File: src/rtl/sum_accumulator.sv
// Accumulates blocks of COUNT upstream adder sums into one ACC_W-bit total
// with a sticky wrap flag, behind valid/ready handshakes on both sides.
module sum_accumulator #(
    parameter int N     = 3,
    parameter int COUNT = 4,
    parameter int ACC_W = 6
) (
    input  logic             clk,
    input  logic             rst_n,
    input  logic             clr,
    input  logic [N:0]       in_sum,
    input  logic             in_valid,
    output logic             in_ready,
    output logic [ACC_W-1:0] out_acc,
    output logic             out_ovf,
    output logic             out_valid,
    input  logic             out_ready
);

    localparam int CNT_W = (COUNT > 1) ? $clog2(COUNT + 1) : 1;
    localparam logic [CNT_W-1:0] LAST = CNT_W'(COUNT - 1);

    localparam logic [1:0] IDLE  = 2'd0;
    localparam logic [1:0] ACCUM = 2'd1;
    localparam logic [1:0] DONE  = 2'd2;

    logic [1:0]       state;
    logic [ACC_W-1:0] acc;
    logic             ovf;
    logic [CNT_W-1:0] cnt;
    logic [ACC_W:0]   sum_ext;
    logic             ovf_nxt;
    logic             accept;

    // Bit ACC_W of the result is the carry out of the modulo-2^ACC_W add.
    function automatic logic [ACC_W:0] acc_add(input logic [ACC_W-1:0] a,
                                               input logic [N:0]       b);
        return {1'b0, a} + {{(ACC_W - N){1'b0}}, b};
    endfunction

    // Handshake flags decode registered state only, so no input-to-output paths.
    assign in_ready  = (state != DONE);
    assign out_valid = (state == DONE);
    assign accept    = in_valid && in_ready;
    assign sum_ext   = acc_add(acc, in_sum);
    assign ovf_nxt   = ovf | sum_ext[ACC_W];

    always_ff @(posedge clk or negedge rst_n) begin
        if (!rst_n) begin
            state   <= IDLE;
            acc     <= '0;
            ovf     <= 1'b0;
            cnt     <= '0;
            out_acc <= '0;
            out_ovf <= 1'b0;
        end else if (clr) begin
            state <= IDLE;
            acc   <= '0;
            ovf   <= 1'b0;
            cnt   <= '0;
        end else begin
            case (state)
                IDLE, ACCUM: begin
                    if (accept) begin
                        acc <= sum_ext[ACC_W-1:0];
                        ovf <= ovf_nxt;
                        cnt <= cnt + CNT_W'(1);
                        if (cnt == LAST) begin
                            state   <= DONE;
                            out_acc <= sum_ext[ACC_W-1:0];
                            out_ovf <= ovf_nxt;
                        end else begin
                            state <= ACCUM;
                        end
                    end
                end
                DONE: begin
                    // Drain cycle: no input accepted, result registers keep their value.
                    if (out_ready) begin
                        state <= IDLE;
                        acc   <= '0;
                        ovf   <= 1'b0;
                        cnt   <= '0;
                    end
                end
                default: state <= IDLE;
            endcase
        end
    end

endmodule

File: config.mk
export PLATFORM = sky130hd
export DESIGN_NAME = sum_accumulator
export DESIGN_NICKNAME = d
export VERILOG_FILES = /design/src/rtl/sum_accumulator.sv
export SDC_FILE = /design/constraint.sdc
export NUM_CORES = 1
export LEC_CHECK = 0
export BUFFER_PORTS_ARGS = -buffer_cell sky130_fd_sc_hd__buf_2
export CAP_MARGIN = 20
export CORE_MARGIN = 2
export CORE_UTILIZATION = 47
export DETAILED_ROUTE_END_ITERATION = 7
export PLACE_DENSITY_LB_ADDON = 0.1
export SYNTH_ARGS = -nofsm -noshare
export SYNTH_HDL_FRONTEND = slang
export SYNTH_SLANG_ARGS = --single-unit
File: constraint.sdc
create_clock -name clk -period 1.7 [get_ports clk]
set_input_delay 0.425 -clock clk [delete_from_list [all_inputs] [get_ports clk]]
set_output_delay 0.425 -clock clk [all_outputs]
set_load 0.05 [all_outputs]
* Word-level counts from Yosys, hierarchy flattened
Cells that the tools add are included.
Word-level totals: input port bits 9, output and inout bits 9, bits in registers 19
Cells by class: $add $sub $neg 2, reduce and logical (&&, ||, !) cells 7, muxes and demuxes 17, equal/unequal tests 6, bitwise operators 2
Operator list (count):
- 6-bit two-way mux | 3
- 6-bit case mux with 2 select lines | 1
- 3-bit two-way mux | 3
- 2-bit two-way mux | 4
- 6-bit by 4-bit adder with 7-bit output | 1
- 3-bit case mux with 2 select lines | 1
- 2-bit case mux with 2 select lines | 1
- 4-bit AND reduction | 1
- 3-bit by 1-bit adder with 3-bit output, second input constant | 1
- 3-bit by 2-bit equality test with 1-bit output, second input constant | 1
- 1-bit two-way mux | 3
- 3-bit by 2-bit inequality test with 1-bit output, second input constant | 1
- 3-bit inequality test, second input constant | 1
- 3-bit AND reduction | 1
- 3-bit nonzero test | 1
- 2-bit by 1-bit equality test with 1-bit output, second input constant | 1
- 2-bit equality test, second input constant | 1
- 2-bit zero test | 1
- 2-bit inequality test, second input constant | 1
- 1-bit case mux with 2 select lines | 1
- 2-bit AND reduction | 1
- 2-bit OR reduction | 1
- 1-bit logical AND | 1
- 1-bit inverter | 1
- 1-bit OR | 1

* Logic depth before layout (Yosys ltp)
Gate-level depths: netlist of run 1.
word-level depth 5, mapped depth 7, depth with buffers taken out 7

* Least setup slack after synthesis of run 1
No wires, ideal clock.
kind input -> register, start in in_sum[0], end reg acc[4], stages on the path 7, buffers on the path 0, data arrival time 1585 ps, required time 1568 ps, setup slack -17 ps, setup time 132 ps, cells stage by stage ha_1 -> inv_1 -> fa_1 -> nand2b_1 -> a21oi_1 -> or2_2 -> a31oi_1
On the way: cells in the longest elaborated chain, start to end 4
RTL lines:
- from (decl) | line 11 | input logic [N:0] in_sum,
- 6-bit by 4-bit adder with 7-bit output | line 38 | return {1'b0, a} + {{(ACC_W - N){1'b0}}, b};
- 6-bit two-way mux | line 64 | if (accept) begin
- 6-bit case mux with 2 select lines | line 62 | case (state)
- 6-bit two-way mux | line 56 | end else if (clr) begin
- to (signal assigned) | line 65 | acc <= sum_ext[ACC_W-1:0];
- to (decl) | line 28 | logic [ACC_W-1:0] acc;
Every way passes these cells. The select of a mux whose other input is x is not followed. A chain may end at the register's enable or synchronous reset.

* Worst setup path in the final report of run 1
start reg state[0], end out out_valid
On the way: cells in the longest elaborated chain, start to end 1
RTL lines:
- from (decl) | line 27 | logic [1:0] state;
- from (signal assigned) | line 50 | state <= IDLE;
- from (signal assigned) | line 57 | state <= IDLE;
- from (signal assigned) | line 69 | state <= DONE;
- 2-bit equality test | line 43 | assign out_valid = (state == DONE);
- to (decl) | line 16 | output logic out_valid,
Every way passes these cells.

==> results of run 1 <==
==> sequential cells by signal, indices dropped and copies added (netlist names) <==
register / cells
acc: 6
out_acc: 6
cnt: 3
state: 2
out_ovf: 1
ovf: 1
==> final timing paths <==
check,from,endpoint,depth (start not counted)
hold reg to reg,out_acc[5]$_DFFE_PN0P_,out_acc[5]$_DFFE_PN0P_,2
hold / removal,rst_n,out_acc[5]$_DFFE_PN0P_,1
setup reg to reg,acc[1]$_DFFE_PN0P_,out_acc[5]$_DFFE_PN0P_,5
setup / recovery,state[0]$_DFFE_PN0P_,out_valid,3
max in group asynchronous,rst_n,acc[3]$_DFFE_PN0P_,1
min in group clk,out_ready,state[1]$_DFFE_PN0P_,2
==> power by group <==
group | switching, W | total [W] | internal, W | leakage (nW)
Clock | 0.000143 | 0.000234 | 0.0000914 | 0.0150
Combinational | 0.000213 | 0.000336 | 0.000123 | 0.295
Sequential | 0.0000433 | 0.000550 | 0.000506 | 0.257
Total | 0.000399 | 0.00112 | 0.000721 | 0.566
==> logic make-up (layout without fill, tap and decap cells) <==
family	count (synthesis)	in the layout	share of synthesized area, %
AO/OA/AOI/OAI	24	24	18.19
XOR/XNOR	4	4	3.719
adder cells (fa/ha/maj)	7	7	10.09
buffers and inverters	8	32	3.187
flip-flops	19	19	50.47
multiplexers	2	2	2.390
AND/OR/NAND/NOR	24	24	11.95
==> area by class of cell <==
cell class	instances	area [µm²]	share of cell area, %
well taps	27	33.78	2.948
multi-input cells	61	466.7	40.72
clock buffers	4	26.28	2.293
inverters	7	26.28	2.293
flip-flops and latches	19	475.5	41.48
repair buffers	21	117.6	10.26
==> cell usage after synthesis (2+ instances only) <==
cell type	instances	area (µm²)
mux2_2	2	22.52
nand3_1	3	15.01
nand2_1	10	37.54
a22o_1	2	17.52
o21ai_0	9	45.04
xor2_1	2	17.52
inv_2	2	7.510
xnor2_1	2	17.52
ha_1	6	75.07
a31oi_1	2	12.51
a21oi_1	3	15.01
o22ai_1	2	12.51
dfrtp_1	19	475.5
nor2_1	5	18.77
inv_1	5	18.77
==> metal layers <==
metal | global-route usage, % | routed length [µm]
met1 | 25.51 | 919
met3 | 3.681 | 66
met2 | 25.34 | 771
met4 | 8.571 | 26
met5 | 0 | 0
==> timing repair <==
action,CTS,global route
gates resized for setup,0,7
endpoints found under the setup margin,0,5
buffers inserted,0,1
==> layout by cell type (no fill, tap or decap), types with 3 or more instances in the layout <==
cell,count
o21ai_0,8
inv_1,5
clkbuf_4,4
nand2_1,10
buf_4,4
dfrtp_1,19
nand3_1,3
ha_1,5
nor2_1,5
buf_2,16
==> metrics by stage <==
| step | hold slack (ns) | TNS, ns | util (%) |
|---|---|---|---|
| floorplan | 0.1294 | 0 | - |
| global placement | 0.3870 | -0.5070 | 56.38 |
| detailed placement | 0.3916 | -0.6767 | 56.38 |
| CTS | 0.05888 | 0 | 57.75 |
| global route | 0.06307 | 0 | 59.64 |
| finish | 0.04225 | 0 | 59.64 |
==> worst register-to-register path, stage by stage, from the launching register on <==
cell and delay (ns):
dfrtp_1 0.40, ha_1 0.28, a211o_1 0.31, a22oi_1 0.27, xor2_1 0.17, o21ai_0 0.08
==> run metrics, run 1 <==
pwr/cell area=976.9 nW/µm²; Initial Util=49.02%; critical path type=flip-flop to output pin; Avg Synthesized Cell Area=10.71 µm²; fmax=610.0 MHz; # IOs=18; P&R area growth vs syn=21.65%; Startpoint Class=flip-flop; RSZ-0062 raised after global routing=yes; top_reg_cell synth=dfrtp_1; period utilisation layout=96.43%; share of cells above drive strength 1=32.14%; n_diodes=0; Skew-Pair Late Insertion Delay=0.30 ns; sequential share of the synthesized area=50.46%; Row Count=16; vias in the first global route=675; initial antenna violation count=0; routed vias=716; pin count of the biggest net entering global routing=20; DP Cell Count=roughly 130; CTS tree=yes; max-slew violation count=0; Leak Pwr=between 0.5 and 0.6 nW; VDD IR max=638.9 µV; min Tclk post-route=1.639 ns; wirelength, routed=1784 µm; Worst Setup End Kind=output pin; Vias/cell=5.151; hold buffers post-CTS=0; DRT Pass-1 Iters=3; CP Cell Sequence=nand2b_2 > inv_2 > clkbuf_4; global-route usage over all layers=17.68%; CP Max Fanout=4; Reg2Reg Setup Slack=0.09 ns; run status=finished, final reports clean; Worst-Margin Slew=0.4843 ns; fill count=176; dpl ws=-0.1289 ns; Worst EP arrival=1.21 ns; #FFs+latches synth=19; Max Cap Viol=0; H-tree levels=1; # setup viols final=0; Max Buffers Root-to-Sink=2; CP top delay family=flip-flops; I/O Buffers=17; post-route ant nets=0; YS warnings=0; clk slew on worst S/H paths=about 0.11 ns; Die ar.=around 2400 µm²; total CTS buffers=3; Hold Vio Cnt, Final=0; final clock skew=0.006802 ns; Distinct cells, synth=29; Max-slew headroom=67.71%; placed instance area=1084 µm²; core footprint=just under 2000 µm²; Cells after Synth=between 80 and 90; CP max-delay cell=dfrtp_1; Clock Sink Count=19; DR WL/cell=12.83 µm; worst path required time=~1.3 ns; CP peak stage delay=0.40 ns; Root Driver=clkbuf_4; final worst slack=0.06077 ns; type of the most critical hold path=primary input to async pin; Placer Congestion=0.8008; non-filler cells, final=between 100 and 150; DRT iter0 DRCs=6; Residual DRC=0; post-synth net total=104; die height=48.77 µm; global-route wire length before repair=3180 µm; Bufs and invs on worst path=2; asr flop ratio synth=100.0%; Post-synth EDFFs=0; total power=0.001120 W; area of the mapped netlist=942.2 µm²; HPWL Detailed=1347 µm; post-route cell area=1146 µm²; Die Span X=~49 µm; Layout Nets=129; total congestion overflow=0
No activity file was read; power rests on OpenSTA's default activity.
==> run 2: changes to the inputs <==
--- a/config.mk
+++ b/config.mk
@@ -11,6 +11,7 @@
 export CORE_UTILIZATION = 47
 export DETAILED_ROUTE_END_ITERATION = 7
 export PLACE_DENSITY_LB_ADDON = 0.1
+export RECOVER_POWER = 100
 export SYNTH_ARGS = -nofsm -noshare
 export SYNTH_HDL_FRONTEND = slang
 export SYNTH_SLANG_ARGS = --single-unit
==> run metrics, run 2 (synthesis results as in run 1) <==
pin count of the biggest net entering global routing=20 (unchanged); type of the most critical hold path=primary input to async pin; Startpoint Class=flip-flop; global-route usage over all layers=17.68% (unchanged); DRT iter0 DRCs=6 (unchanged); total CTS buffers=3 (unchanged); Row Count=16 (unchanged); power share of the sequential group=49.3% (+0.2 points); routed vias=716 (unchanged); area of the multi-input gates=466.7 µm² (unchanged); Vias/cell=5.151 (unchanged); wirelength, routed=1783 µm (about the same); P&R area growth vs syn=20.98%; Pint=0.0007166 W (-0.57%); share of cells above drive strength 1=27.68% (-4.5 points); max-slew violation count=0 (unchanged); clk slew on worst S/H paths=0.11 ns (about the same); critical path type=flip-flop to output pin; Hold Vio Cnt, Final=0 (unchanged); Worst-Margin Slew=1.005 ns (+0.5211 ns); DRT Pass-1 Iters=3 (unchanged); commonest non-fill, non-tap cells in the layout=dfrtp_1, nand2_1, o21ai_0, buf_2, clkbuf_1; most common cell after layout, fill and taps aside=dfrtp_1; Max-slew headroom=32.97% (-35 points); Initial Util=49.02% (unchanged); total congestion overflow=0 (unchanged); CP Max Fanout=4 (unchanged); fill count=181 (+2.8%); # setup viols final=0 (unchanged); VDD IR max=612.1 µV (-4.2%); Skew-Pair Late Insertion Delay=0.30 ns (about the same); Layout Nets=129 (unchanged); H-tree levels=1 (unchanged); Max Cap Viol=0 (unchanged); Worst EP arrival=1.21 ns (about the same); pwr/cell area=979.2 nW/µm² (+0.24%); run status=finished, final reports clean; global-route wire length before repair=3180 µm (unchanged); # IOs=18 (unchanged); sw frac=35.80% (+0.17 points); die height=48.77 µm (unchanged); Residual DRC=0 (unchanged); final clock skew=0.006814 ns (+0.00001133 ns); post-route ant nets=0 (unchanged); fmax=610.1 MHz (about the same); period utilisation layout=96.42% (about the same); placed instance area=1084 µm² (unchanged); register area=475.5 µm² (unchanged); core footprint=1922 µm² (unchanged); post-route cell area=1140 µm² (-0.55%); combinational share of power=29.7% (-0.3 points); vias in the first global route=675 (unchanged); hold buffers post-CTS=0 (unchanged); RSZ-0062 raised after global routing=yes; HPWL Detailed=1347 µm (unchanged); Die ar.=2379 µm² (unchanged); worst path required time=1.27 ns (about the same); initial antenna violation count=0 (unchanged); Leak Pwr=0.5445 nW (-3.9%); switching power=0.0003995 W (+0.17%); Die Span X=48.77 µm (unchanged); Clock Sink Count=19 (unchanged); Clk pwr share=20.9% (about the same); min Tclk post-route=1.639 ns (-0.00007880 ns); Max Buffers Root-to-Sink=2 (unchanged); Placer Congestion=0.8008 (unchanged); CTS tree=yes; I/O Buffers=17 (unchanged); biggest regs=acc x6, out_acc x6, cnt x3; Fin Hold WS=0.2604 ns (+0.2181 ns); Worst Setup End Kind=output pin; Root Driver=clkbuf_4; DR WL/cell=12.83 µm (about the same); n_diodes=0 (unchanged)
run 2: final cells by class:
class                   instances  share of cell area (%)
flip-flops and latches         19                   41.71
multi-input cells              61                   40.94
repair buffers                 21                   9.770
well taps                      27                   2.964
clock buffers                   4                   2.305
inverters                       7                   2.305
run 2: worst paths after layout:
check | start | to | slack [ns] | depth (start not counted)
worst max-delay path | state[0]$_DFFE_PN0P_ | out_valid | 0.06 | 3
worst min-delay path | rst_n | out_acc[5]$_DFFE_PN0P_ | 0.26 | 1
worst max register to register | acc[1]$_DFFE_PN0P_ | out_acc[5]$_DFFE_PN0P_ | 0.09 | 5
worst min register to register | out_acc[5]$_DFFE_PN0P_ | out_acc[5]$_DFFE_PN0P_ | 0.49 | 2
max in group asynchronous | rst_n | acc[3]$_DFFE_PN0P_ | 0.83 | 1
min in group clk | out_ready | state[1]$_DFFE_PN0P_ | 0.35 | 2
run 2: repair_timing:
action | in CTS | in global routing
resized for setup | 0 | 7
setup buffers | 0 | 1
setup endpoints to repair | 0 | 5
run 2: routing by layer:
layer | wire, µm | vias up | track usage [%]
li1 | - | 359 | -
met1 | 916 | 339 | 25.51
met2 | 773 | 14 | 25.34
met3 | 68 | 4 | 3.681
met4 | 26 | 0 | 8.571
met5 | 0 | - | 0
run 2: power groups by stage:
stage          Clock (W)  Sequential (W)  Combinational, W
4_1_cts         0.000241        0.000547          0.000322
3_5_place_dp           0        0.000556          0.000322
3_3_place_gp           0        0.000554          0.000319
6_report        0.000234        0.000550          0.000332
2_1_floorplan          0        0.000640          0.000143
5_1_grt         0.000265        0.000562          0.000367
run 2: worst max-delay path, cell delays in order (launching register included):
cell	delay (ns)
dfrtp_1	0.40
nand2b_2	0.21
inv_2	0.09
clkbuf_4	0.23
run 2: stage by stage:
| stage | cells | setup TNS (ns) | power, W | util, % | worst slack (ns) |
|---|---|---|---|---|---|
| after global routing | 139 | 0 | 0.001193 | 59.31 | 0.005523 |
| after floorplan | 88 | 0 | 0.0007825 | - | 0.04865 |
| after global placement | 134 | -0.5070 | 0.0008728 | 56.38 | -0.1013 |
| final | 139 | 0 | 0.001116 | 59.31 | 0.06085 |
| after CTS | 138 | 0 | 0.001110 | 57.75 | 0.01284 |
| after detailed placement | 134 | -0.6767 | 0.0008784 | 56.38 | -0.1289 |
==> run 3: changes to the inputs <==
==> constraint.sdc (replaced) <==
create_clock -name clk -period 1.7 [get_ports clk]
set_input_delay 0.425 -clock clk [delete_from_list [all_inputs] [get_ports clk]]
set_output_delay 0.425 -clock clk [all_outputs]
set_load 0.02 [all_outputs]
==> run metrics, run 3 (synthesis results as in run 1) <==
fmax=618.4 MHz (+1.4%); Reg2Reg Setup Slack=0.09 ns (about the same); # IOs=18 (unchanged); Initial Util=49.02% (unchanged); hold buffers post-CTS=0 (unchanged); wirelength, routed=1789 µm (+0.34%); final clock skew=0.006637 ns (-0.0001764 ns); reg2reg path depth=5 (unchanged); biggest regs=acc x6, out_acc x6, cnt x3; Leak Pwr=0.5376 nW (-1.3%); n_diodes=0 (unchanged); Die ar.=2379 µm² (unchanged); Worst-Margin Slew=1.006 ns (+0.0003858 ns); CP Cell Sequence=nand2b_2 > inv_1 > buf_2; DR WL/cell=12.87 µm (+0.34%); Die Span X=48.77 µm (unchanged); pin count of the biggest net entering global routing=20 (unchanged); GR peak layer=met1; Skew-Pair Late Insertion Delay=0.30 ns (about the same); total CTS buffers=3 (unchanged); Max-slew headroom=32.94% (about the same); CTS tree=yes; Bufs and invs on worst path=2 (unchanged); share of cells above drive strength 1=24.11% (-3.6 points); CP top delay family=flip-flops; reg2reg end=out_acc[5]$_DFFE_PN0P_; GR Util met3=3.681% (unchanged); Clock Sink Count=19 (unchanged); global routing usage on met1=25.51% (unchanged); P&R area growth vs syn=20.32%; Max Cap Viol=0 (unchanged); Placer Congestion=0.8008 (unchanged); Layout Nets=129 (unchanged); Vias/cell=5.144 (-0.14%); run status=finished, final reports clean; Worst EP arrival=1.19 ns (-0.02 ns); global-route usage over all layers=17.68% (unchanged); routed vias=715 (-0.14%); core footprint=1922 µm² (unchanged); period utilisation layout=95.12% (-1.3 points); Root Driver=clkbuf_4; # setup viols final=0 (unchanged); pwr/cell area=928.4 nW/µm² (-5.2%); RSZ-0062 raised after global routing=yes; TNS Setup=0 ns (unchanged); H-tree levels=1 (unchanged); max-slew violation count=0 (unchanged); I/O Buffers=17 (unchanged); global-route wire length before repair=3180 µm (unchanged); vias in the first global route=675 (unchanged); DRT iter0 DRCs=6 (unchanged); Row Count=16 (unchanged); stages on the worst setup path=3 (unchanged); type of the most critical hold path=primary input to async pin; most common cell after layout, fill and taps aside=dfrtp_1; Hold Vio Cnt, Final=0 (unchanged); min Tclk post-route=1.617 ns (-0.02210 ns); Startpoint Class=flip-flop; CP max-delay cell=dfrtp_1; critical path type=flip-flop to output pin; total congestion overflow=0 (unchanged); Worst Setup End Kind=output pin; VDD IR max=529.7 µV (-13%); clk slew on worst S/H paths=0.11 ns (about the same); Fin Hold WS=0.2607 ns (+0.0003320 ns); HPWL Detailed=1347 µm (unchanged); initial antenna violation count=0 (unchanged); met2 Use GR=25.34% (unchanged); CP Max Fanout=4 (unchanged); Max Buffers Root-to-Sink=2 (unchanged); commonest non-fill, non-tap cells in the layout=dfrtp_1, nand2_1, clkbuf_1, buf_2, o21ai_0; DRT Pass-1 Iters=4 (+1); Residual DRC=0 (unchanged); die height=48.77 µm (unchanged); worst path required time=1.27 ns (about the same); worst r2r src=acc[1]$_DFFE_PN0P_; CP peak stage delay=0.39 ns (about the same); post-route ant nets=0 (unchanged)
[run 3: area by class of cell]
| cell class | instances | area (µm²) |
|---|---|---|
| clock buffers | 4 | 26.28 |
| fillers | 183 | 788.3 |
| inverters | 7 | 26.28 |
| multi-input cells | 61 | 466.7 |
| flip-flops and latches | 19 | 475.5 |
| well taps | 27 | 33.78 |
| repair buffers | 21 | 105.1 |
[run 3: report_power, final]
part | switching (W) | internal (W)
clock | 0.000142 | 0.0000914
combinational | 0.000153 | 0.000115
sequential | 0.0000440 | 0.000506
[run 3: timing repair]
action                                  4_1_cts  5_1_grt
setup buffers                                 0        1
endpoints found under the setup margin        0        4
gates resized for setup                       0        6
[run 3: metal layers]
layer / part of all wire, % / up-vias / wire length [µm]
met5: 0 / - / 0
met1: 51 / 339 / 920
met4: 1.5 / 0 / 26
li1: - / 358 / -
met3: 3.8 / 4 / 68
met2: 43 / 14 / 773
[run 3: worst max path at each step]
| stage | startpoint | end | slack, ns |
|---|---|---|---|
| detailed placement | in_sum[0] | out_acc[4]$_DFFE_PN0P_ | -0.13 |
| global placement | in_sum[0] | out_acc[4]$_DFFE_PN0P_ | -0.10 |
| floorplan | in_sum[0] | acc[4]$_DFFE_PN0P_ | 0.05 |
| CTS | acc[0]$_DFFE_PN0P_ | out_ovf$_DFFE_PN0P_ | 0.01 |
| global route | acc[0]$_DFFE_PN0P_ | acc[4]$_DFFE_PN0P_ | 0.006 |
| finish | state[0]$_DFFE_PN0P_ | out_valid | 0.08 |
[run 3: worst register-to-register path, delay by kind of cell, from the launching register on]
family | cells | cell delay, ns
AOI/OAI and AO/OA | 3 | 0.66
DFF | 1 | 0.40
adders and majority gates | 1 | 0.28
xor gates and xnor gates | 1 | 0.17
[run 3: stage by stage]
stage	instance area [µm²]	utilization [%]	worst slack (ns)	power (W)	cells
2_1_floorplan	945.9	-	0.04865	0.0007236	88
3_3_place_gp	1084	56.38	-0.1013	0.0008128	134
3_5_place_dp	1084	56.38	-0.1289	0.0008184	134
4_1_cts	1110	57.75	0.01284	0.001050	138
5_1_grt	1134	58.98	0.005523	0.001130	139
6_report	1134	58.98	0.08294	0.001052	139
